==> config.mk <==
export PLATFORM = sky130hd
export DESIGN_NAME = cache_lru_tracker_flat
export DESIGN_NICKNAME = d
export VERILOG_FILES = /design/src/rtl/cache_lru_tracker_if.sv /design/src/rtl/cache_lru_tracker.sv /design/src/flat_wrapper.sv
export SDC_FILE = /design/constraint.sdc
export NUM_CORES = 1
export LEC_CHECK = 0
export ABC_CLOCK_PERIOD_IN_PS = 5100
export CAP_MARGIN = 20
export CORE_MARGIN = 2
export CORE_UTILIZATION = 59
export CTS_CLUSTER_DIAMETER = 100
export DETAILED_ROUTE_END_ITERATION = 10
export GPL_TIMING_DRIVEN = 0
export HOLD_SLACK_MARGIN = 0.1
export PLACE_DENSITY = 0.76
export SLEW_MARGIN = 30
export SYNTH_ARGS = -nofsm -noshare
export SYNTH_HDL_FRONTEND = slang
export SYNTH_SLANG_ARGS = --single-unit
==> constraint.sdc <==
create_clock -name clk -period 5.1 [get_ports clk]
set_input_delay 1.02 -clock clk [delete_from_list [all_inputs] [get_ports clk]]
set_output_delay 1.02 -clock clk [all_outputs]
set_load 0.005 [all_outputs]
==> src/rtl/cache_lru_tracker_if.sv <==
// Lookup, access-commit and flush signals between the cache way-select logic
// and the LRU tracker. The master side is the cache; the slave side is the tracker.
interface cache_lru_tracker_if #(
   parameter int WAYS       = 4,
   parameter int TOTAL_SIZE = 16
);
   localparam int SW = $clog2(TOTAL_SIZE / WAYS);
   localparam int AW = $clog2(WAYS);

   logic [SW-1:0] lookup_set;
   logic [AW-1:0] lru_way;
   logic          access_valid;
   logic          access_ready;
   logic [SW-1:0] access_set;
   logic [AW-1:0] access_way;
   logic          flush_req;
   logic          flush_busy;
   logic          flush_done;

   modport master (
      output lookup_set, access_valid, access_set, access_way, flush_req,
      input  lru_way, access_ready, flush_busy, flush_done
   );

   modport slave (
      input  lookup_set, access_valid, access_set, access_way, flush_req,
      output lru_way, access_ready, flush_busy, flush_done
   );
endinterface

==> src/rtl/cache_lru_tracker.sv <==
// True-LRU age tracker per cache set: ages form a permutation of 0..WAYS-1
// (0 = MRU). Includes a one-set-per-cycle flush sweep back to reset order.
module cache_lru_tracker #(
   parameter int WAYS       = 4,
   parameter int TOTAL_SIZE = 16
) (
   input  logic                 clk,
   input  logic                 rst_n,
   cache_lru_tracker_if.slave   bus
);
   localparam int SETS = TOTAL_SIZE / WAYS;
   localparam int SW   = $clog2(SETS);
   localparam int AW   = $clog2(WAYS);

   typedef enum logic {IDLE, FLUSH} state_t;

   state_t        r_state;
   logic [SW-1:0] r_idx;
   logic          r_ready;
   logic          r_busy;
   logic          r_done;
   logic [AW-1:0] r_age [SETS][WAYS];

   logic [AW-1:0] w_lru;
   logic [AW-1:0] w_acc_age;

   always_comb begin
      w_lru = '0;
      for (int w = 0; w < WAYS; w++) begin
         if (r_age[bus.lookup_set][w] == AW'(WAYS - 1)) w_lru = AW'(w);
      end
   end

   assign w_acc_age = r_age[bus.access_set][bus.access_way];

   always_ff @(posedge clk) begin
      if (!rst_n) begin
         r_state <= IDLE;
         r_idx   <= '0;
         r_ready <= 1'b1;
         r_busy  <= 1'b0;
         r_done  <= 1'b0;
         for (int s = 0; s < SETS; s++) begin
            for (int w = 0; w < WAYS; w++) r_age[s][w] <= AW'(w);
         end
      end else begin
         r_done <= 1'b0;
         case (r_state)
            IDLE: begin
               // Ways younger than the touched one age by one; older ways keep their age.
               if (bus.access_valid) begin
                  for (int w = 0; w < WAYS; w++) begin
                     if (AW'(w) == bus.access_way)
                        r_age[bus.access_set][w] <= '0;
                     else if (r_age[bus.access_set][w] < w_acc_age)
                        r_age[bus.access_set][w] <= r_age[bus.access_set][w] + AW'(1);
                  end
               end
               if (bus.flush_req) begin
                  r_state <= FLUSH;
                  r_idx   <= '0;
                  r_ready <= 1'b0;
                  r_busy  <= 1'b1;
               end
            end
            FLUSH: begin
               for (int w = 0; w < WAYS; w++) r_age[r_idx][w] <= AW'(w);
               r_idx <= r_idx + SW'(1);
               if (r_idx == SW'(SETS - 1)) begin
                  r_state <= IDLE;
                  r_ready <= 1'b1;
                  r_busy  <= 1'b0;
                  r_done  <= 1'b1;
               end
            end
            default: r_state <= IDLE;
         endcase
      end
   end

   assign bus.lru_way      = w_lru;
   assign bus.access_ready = r_ready;
   assign bus.flush_busy   = r_busy;
   assign bus.flush_done   = r_done;
endmodule

==> src/flat_wrapper.sv <==
// flat-port wrapper written by rule: the top's interface ports become plain ports
module cache_lru_tracker_flat 
#(
   parameter int WAYS       = 4,
   parameter int TOTAL_SIZE = 16
)
  (clk, rst_n, bus_lookup_set, bus_access_valid, bus_access_set, bus_access_way, bus_flush_req, bus_lru_way, bus_access_ready, bus_flush_busy, bus_flush_done);
  cache_lru_tracker_if #(.WAYS(WAYS), .TOTAL_SIZE(TOTAL_SIZE)) bus_i ();
  input  logic clk;
  input  logic rst_n;
  input wire logic [$bits(bus_i.lookup_set)-1:0] bus_lookup_set;
  input wire logic [$bits(bus_i.access_valid)-1:0] bus_access_valid;
  input wire logic [$bits(bus_i.access_set)-1:0] bus_access_set;
  input wire logic [$bits(bus_i.access_way)-1:0] bus_access_way;
  input wire logic [$bits(bus_i.flush_req)-1:0] bus_flush_req;
  output wire logic [$bits(bus_i.lru_way)-1:0] bus_lru_way;
  output wire logic [$bits(bus_i.access_ready)-1:0] bus_access_ready;
  output wire logic [$bits(bus_i.flush_busy)-1:0] bus_flush_busy;
  output wire logic [$bits(bus_i.flush_done)-1:0] bus_flush_done;
  assign bus_i.lookup_set = bus_lookup_set;
  assign bus_i.access_valid = bus_access_valid;
  assign bus_i.access_set = bus_access_set;
  assign bus_i.access_way = bus_access_way;
  assign bus_i.flush_req = bus_flush_req;
  assign bus_lru_way = bus_i.lru_way;
  assign bus_access_ready = bus_i.access_ready;
  assign bus_flush_busy = bus_i.flush_busy;
  assign bus_flush_done = bus_i.flush_done;
  cache_lru_tracker #(.WAYS(WAYS), .TOTAL_SIZE(TOTAL_SIZE)) u_core (.clk(clk), .rst_n(rst_n), .bus(bus_i));
endmodule
==> out/qor.csv, run 1 <==
stage;metric;value;unit
power_and_ir_drop;Leak;0.000906;uW
finish;commonest cells after routing, fill and taps aside;edfxtp_1, nand2_1, o21ai_0, nor2_1, nand2b_1;
drt;DR vias/cell;6.79;
clock_tree;CTS buffer count;5;
power_and_ir_drop;cell internal pwr;528;uW
synthesis;Synth Warn #;0;
power_and_ir_drop;Worst VDD drop;0.172;mV
timing;fin crit period;4.22;ns
power_and_ir_drop;Sw Ratio;0.286;
floorplanning;I/O pin count;15;
timing;Peak Freq;237;MHz
floorplanning;die height;69.0;um
global_routing;largest net degree at the start of global routing;12;
timing;Final Skew;0.00437;ns
finish;commonest non-fill, non-tap cell in the layout;edfxtp_1;
clock_tree;Post-CTS Hold Fix Bufs;0;
place;port buffer count;11;
setup_path;CP Max Fanout;10;
synthesis;Seq/Total Area, Yosys;0.434;
place;pre-CTS setup slack;0.642;ns
finish;Filler cells;312;
outcome;outcome;finished clean;
synthesis;syn_nets;252;
finish;area occupied by multi-input gates;1340;sq um
finish;Diodes inserted;0;
clock_tree;root buf cell;clkbuf_8;
power_and_ir_drop;power density cells;268;nW/um^2
place;placed instance area;2670;sq um
finish;Area Overhead vs Synth;10.5;%
global_routing;met2 usage;0.408;
timing;Final TNS setup;0;ns
power_and_ir_drop;Net Switching;212;uW
flow_run;Max-cap violations;0;
synthesis;Main synth FF type;edfxtp_1;
global_routing;GRT overflow;0;
setup_path;Data required, critical path;5.24;ns
floorplanning;Initial Util;0.619;
finish;layout cells sized above 1;0.0820;
synthesis;flops & latches, synth;38;
setup_path;critical path class;in2reg;
setup_path;CP Cell Sequence;buf_2 -> buf_2 -> mux4_1 -> mux4_2 -> inv_1 -> ha_1 -> o22ai_1 -> a21oi_1 -> or3b_2 -> a2111o_1 -> nor2_1;
drt;ANT nets after route;0;
timing;Setup violations, final;0;
finish;final net count;270;
finish;end-of-flow core utilization;0.684;
timing;final hold violations;0;
place;GPL Wtd Cong;0.865;
power_and_ir_drop;part of the power in registers;0.487;
synthesis;Synth Instances;237;
finish;Finished Cell Area;2760;sq um
global_routing;total track usage;0.270;
drt;# DRC;0;
floorplanning;# rows;23;
setup_path;Startpoint Class;primary input;
synthesis;Netlist cell types;50;
drt;total detailed-routing wirelength;6120;um
global_routing;GR Util met3;0.0658;
drt;1st-iter DRT viols;211;
setup_path;critical path arrival;4.37;ns
synthesis;EDFF count, synth;32;
global_routing;Most Crowded Layer GR;met2;
global_routing;first-pass GRT wire length;10000;um
clock_tree;Setup Buffers After CTS;0;
setup_path;CP Capture Type;flip-flop;
drt;WL per Instance;20.0;um
timing;fin crit share;0.828;
finish;register area;1080;sq um
timing;unrepaired setup endpoints after global routing;no;
global_routing;met1 usage;0.372;
global_routing;initial antenna violation count;0;
place;DPL Wire Length;4490;um
setup_path;Crit-path slowest cell;mux4_2;
synthesis;Post-Syn Area;2490;sq um
power_and_ir_drop;clock network fraction of total power;0.291;
synthesis;Avg Inst Size Synth;10.5;sq um
drt;drt first pass iters;6;
clock_tree;CTS tree;yes;
global_routing;number of global-route vias before repair;2019;
clock_tree;CTS resizes;0;
timing;final worst slack;0.876;ns
setup_path;most frequent CP cell;buf_2;
clock_tree;clock-pin slew on the worst setup and hold paths;0.07;ns
floorplanning;Std-Cell Core Area;4030;sq um
clock_tree;maximum clock insertion buffer count;2;
clock_tree;Clk Latency, worst-skew pair;0.30;ns
timing;Worst Max-Slew Pin Slew;0.722;ns
clock_tree;H-tree depth;2;
floorplanning;die width;69.0;um
synthesis;Async SR Flop Fraction;0;
setup_path;Largest stage delay, worst path;0.50;ns
timing;Slew Limit Headroom;0.515;
floorplanning;total die area;4760;sq um
timing;Max Transition Viols Final;0;
clock_tree;TritonCTS Sinks;38;
worst_hold_path;worst min path class;reg2reg;
drt;via count;2078;
power_and_ir_drop;Logic pwr share;0.222;
==> cells by family after synthesis <==
kind of cell / count (synthesis) / share of synthesized area
muxes: 15 / 0.123
DFF: 38 / 0.434
buffers and inverters: 14 / 0.0301
adders and majority gates: 5 / 0.0251
xor gates and xnor gates: 2 / 0.00703
AOI/OAI and AO/OA: 71 / 0.194
and+or+nand+nor: 92 / 0.187
==> cell usage after synthesis (5+ instances only) <==
library cell,instances,area [sq um]
nor2b_1,6,37.5
a21oi_1,9,45.0
edfxtp_1,32,961
clkbuf_1,8,30.0
o21ai_0,29,145
dfxtp_1,6,120
nand2_1,29,109
ha_1,5,62.6
nand3_1,7,35.0
nor2_1,19,71.3
mux4_1,8,210
nand2b_1,14,87.6
==> cell type report <==
type,instances,share of cell area
clock buffers,8,0.0327
plain buffers,13,0.0259
well taps,50,0.0227
inverters,1,0.00136
repair buffers,11,0.0399
flip-flops and latches,38,0.392
multi-input cells,185,0.485
==> through the flow <==
step	power [uW]	hold WS, ns	instances
2_1_floorplan	478	0.503	237
3_3_place_gp	523	0.501	298
3_5_place_dp	527	0.508	298
4_1_cts	733	0.521	306
5_1_grt	765	0.572	306
6_report	739	0.527	306
==> final timing paths <==
path | from | end | slack (ns) | cells past startpoint
max | bus_access_set[1] | u_core.r_age[1][6] | 0.88 | 11
min | u_core.bus.flush_busy | u_core.bus.flush_busy | 0.53 | 2
max reg2reg | u_core.r_age[1][3] | u_core.r_age[1][6] | 1.57 | 9
min reg2reg | u_core.bus.flush_busy | u_core.bus.flush_busy | 0.53 | 2
==> state kept, by name, indices dropped and copies added, names as in the netlist <==
signal                   count
u_core.bus.access_ready      1
u_core.bus.flush_busy        1
u_core.bus.flush_done        1
u_core.r_age                32
u_core.r_idx                 2
u_core.r_state               1
==> layer usage <==
layer  vias to the layer above  wire, um
li1                        945         -
met1                       996      2490
met2                       120      2850
met3                        17       639
met4                         0       142
met5                         -         0
==> power by group through the flow <==
stage	Combinational (uW)	Clock, uW	Sequential, uW
finish	164	215	360
global route	179	225	361
CTS	161	212	360
detailed placement	161	0	366
global placement	157	0	366
floorplan	114	0	364
==> critical path, delay by kind of cell <==
kind	cells	cell delay, ns
AOI/OAI and AO/OA	3	0.78
muxes	2	0.96
adders and majority gates	1	0.30
buffers and inverters	3	0.71
and+or+nand+nor	2	0.60
(Power assumes the default switching activity.)
==> run 2, diff against run 1 <==
Settings changed: ABC_CLOCK_PERIOD_IN_PS 5100 to 4400.
Clock period 5.1 ns to 4.4 ns, I/O delays scaled along.
==> results of run 2 <==
The final DEF is identical to that of run 1. Status: finished clean.
Among the figures that moved: setup slack after placement 0.642 ns -> 0.0818 ns; setup slack after layout 0.876 ns -> 0.316 ns; register-to-register setup slack 1.57 ns -> 0.87 ns; total power 739 uW -> 857 uW; worst IR drop on VDD 0.172 mV -> 0.200 mV
==> run 3, diff against run 2 <==
Settings changed: CORE_UTILIZATION 59 to 60, DONT_BUFFER_PORTS from default to 1, PLACE_DENSITY 0.76 to 0.73.
==> out/qor.csv, run 3 (synthesis gave the netlist of run 1 again) <==
stage;metric;value;unit
outcome;outcome;finished clean;
finish;Area Overhead vs Synth;5.72;%
drt;WL per Instance;20.7;um
clock_tree;Setup Buffers After CTS;0;
finish;Largest regs;u_core.r_age x32, u_core.r_idx x2;
drt;via count;2026;
finish;register area;1080;sq um
setup_path;CP Max Fanout;10;
clock_tree;Clk Latency, worst-skew pair;0.28;ns
floorplanning;I/O pin count;15;
place;port buffer count;0;
power_and_ir_drop;Leak;0.000857;uW
power_and_ir_drop;Net Switching;230;uW
clock_tree;Post-CTS Hold Fix Bufs;0;
clock_tree;CTS resizes;0;
floorplanning;Initial Util;0.623;
finish;Largest Register;u_core.r_age;
clock_tree;clock-pin slew on the worst setup and hold paths;0.06;ns
global_routing;initial antenna violation count;0;
finish;end-of-flow core utilization;0.659;
floorplanning;# rows;23;
finish;Diodes inserted;0;
finish;area occupied by multi-input gates;1340;sq um
timing;final hold violations;0;
drt;total detailed-routing wirelength;6100;um
finish;Finished Cell Area;2640;sq um
finish;max FFs per register;32;
timing;Final Skew;0.00444;ns
floorplanning;die width;68.5;um
timing;fin crit period;3.96;ns
setup_path;critical path class;in2reg;
setup_path;critical path arrival;4.11;ns
clock_tree;TritonCTS Sinks;38;
global_routing;number of global-route vias before repair;1973;
power_and_ir_drop;Sw Ratio;0.281;
timing;Setup violations, final;0;
clock_tree;H-tree depth;2;
clock_tree;CTS tree;yes;
floorplanning;total die area;4690;sq um
drt;1st-iter DRT viols;246;
power_and_ir_drop;power density cells;310;nW/um^2
power_and_ir_drop;post-layout total power;817;uW
timing;Slew Limit Headroom;0.511;
finish;commonest non-fill, non-tap cell in the layout;edfxtp_1;
floorplanning;Std-Cell Core Area;4000;sq um
power_and_ir_drop;Logic pwr share;0.216;
finish;layout cells sized above 1;0.0816;
place;DPL Wire Length;4600;um
setup_path;worst reg2reg path depth;9;
global_routing;largest net degree at the start of global routing;12;
drt;ANT nets after route;0;
setup_path;Data required, critical path;4.54;ns
place;GPL Wtd Cong;0.904;
finish;commonest cells after routing, fill and taps aside;edfxtp_1, nand2_1, o21ai_0, nor2_1, nand2b_1;
floorplanning;die height;68.5;um
power_and_ir_drop;part of the power in registers;0.511;
timing;Max Transition Viols Final;0;
drt;DR vias/cell;6.87;
timing;unrepaired setup endpoints after global routing;no;
timing;Final TNS setup;0;ns
flow_run;Max-cap violations;0;
timing;Peak Freq;252;MHz
power_and_ir_drop;Worst VDD drop;0.277;mV
setup_path;CP Capture Type;flip-flop;
clock_tree;root buf cell;clkbuf_8;
place;placed instance area;2560;sq um
global_routing;first-pass GRT wire length;9740;um
worst_hold_path;worst min path class;reg2reg;
drt;# DRC;0;
clock_tree;CTS buffer count;5;
clock_tree;maximum clock insertion buffer count;2;
finish;Filler cells;311;
timing;fin crit share;0.900;
power_and_ir_drop;cell internal pwr;587;uW
timing;Worst Max-Slew Pin Slew;0.728;ns
power_and_ir_drop;clock network fraction of total power;0.273;
worst_hold_path;Hold Path Depth;2;
global_routing;total track usage;0.294;
setup_path;Startpoint Class;primary input;
drt;drt first pass iters;5;
global_routing;GRT overflow;0;
finish;final net count;259;
==> run 3: per-stage QoR <==
step | hold slack [ns] | cells | setup slack [ns]
floorplan | 0.503 | 237 | 0.507
global placement | 0.523 | 287 | 0.221
detailed placement | 0.542 | 287 | 0.176
CTS | 0.553 | 295 | 0.471
global route | 0.599 | 295 | 0.280
finish | 0.552 | 295 | 0.438
==> run 3: worst max-delay path, cell delays in order <==
cell and delay (ns):
buf_2 0.21, buf_2 0.31, mux4_1 0.45, mux4_2 0.50, inv_1 0.14, ha_1 0.28
o22ai_1 0.13, a21oi_1 0.13, or3b_2 0.48, a2111o_1 0.49, nor2_1 0.11
==> run 3: path summary, 6_finish.rpt <==
| path | startpoint | endpoint | slack (ns) |
|---|---|---|---|
| min reg2reg | u_core.bus.access_ready | u_core.bus.access_ready | 0.55 |
| max | bus_access_set[1] | u_core.r_age[2][6] | 0.44 |
| max reg2reg | u_core.r_age[1][3] | u_core.r_age[2][6] | 0.96 |
| min | u_core.bus.access_ready | u_core.bus.access_ready | 0.55 |
==> run 3: power by group through the flow <==
stage | logic, uW | registers [uW] | clock network (uW)
6_report | 176 | 418 | 223
5_1_grt | 192 | 419 | 239
2_1_floorplan | 132 | 422 | 0
4_1_cts | 173 | 417 | 227
3_3_place_gp | 164 | 424 | 0
3_5_place_dp | 172 | 425 | 0
==> run 3: area by class of cell <==
cell class,count,area share
multi-input cells,185,0.507
flip-flops and latches,38,0.410
clock buffers,8,0.0304
plain buffers,13,0.0271
well taps,50,0.0237
inverters,1,0.00142
==> run 3: layer usage <==
metal | vias up | GRT usage | wire (um)
li1 | 924 | - | -
met1 | 964 | 0.396 | 2410
met2 | 124 | 0.452 | 2940
met3 | 14 | 0.0576 | 599
met4 | 0 | 0.150 | 142
met5 | - | 0 | 0
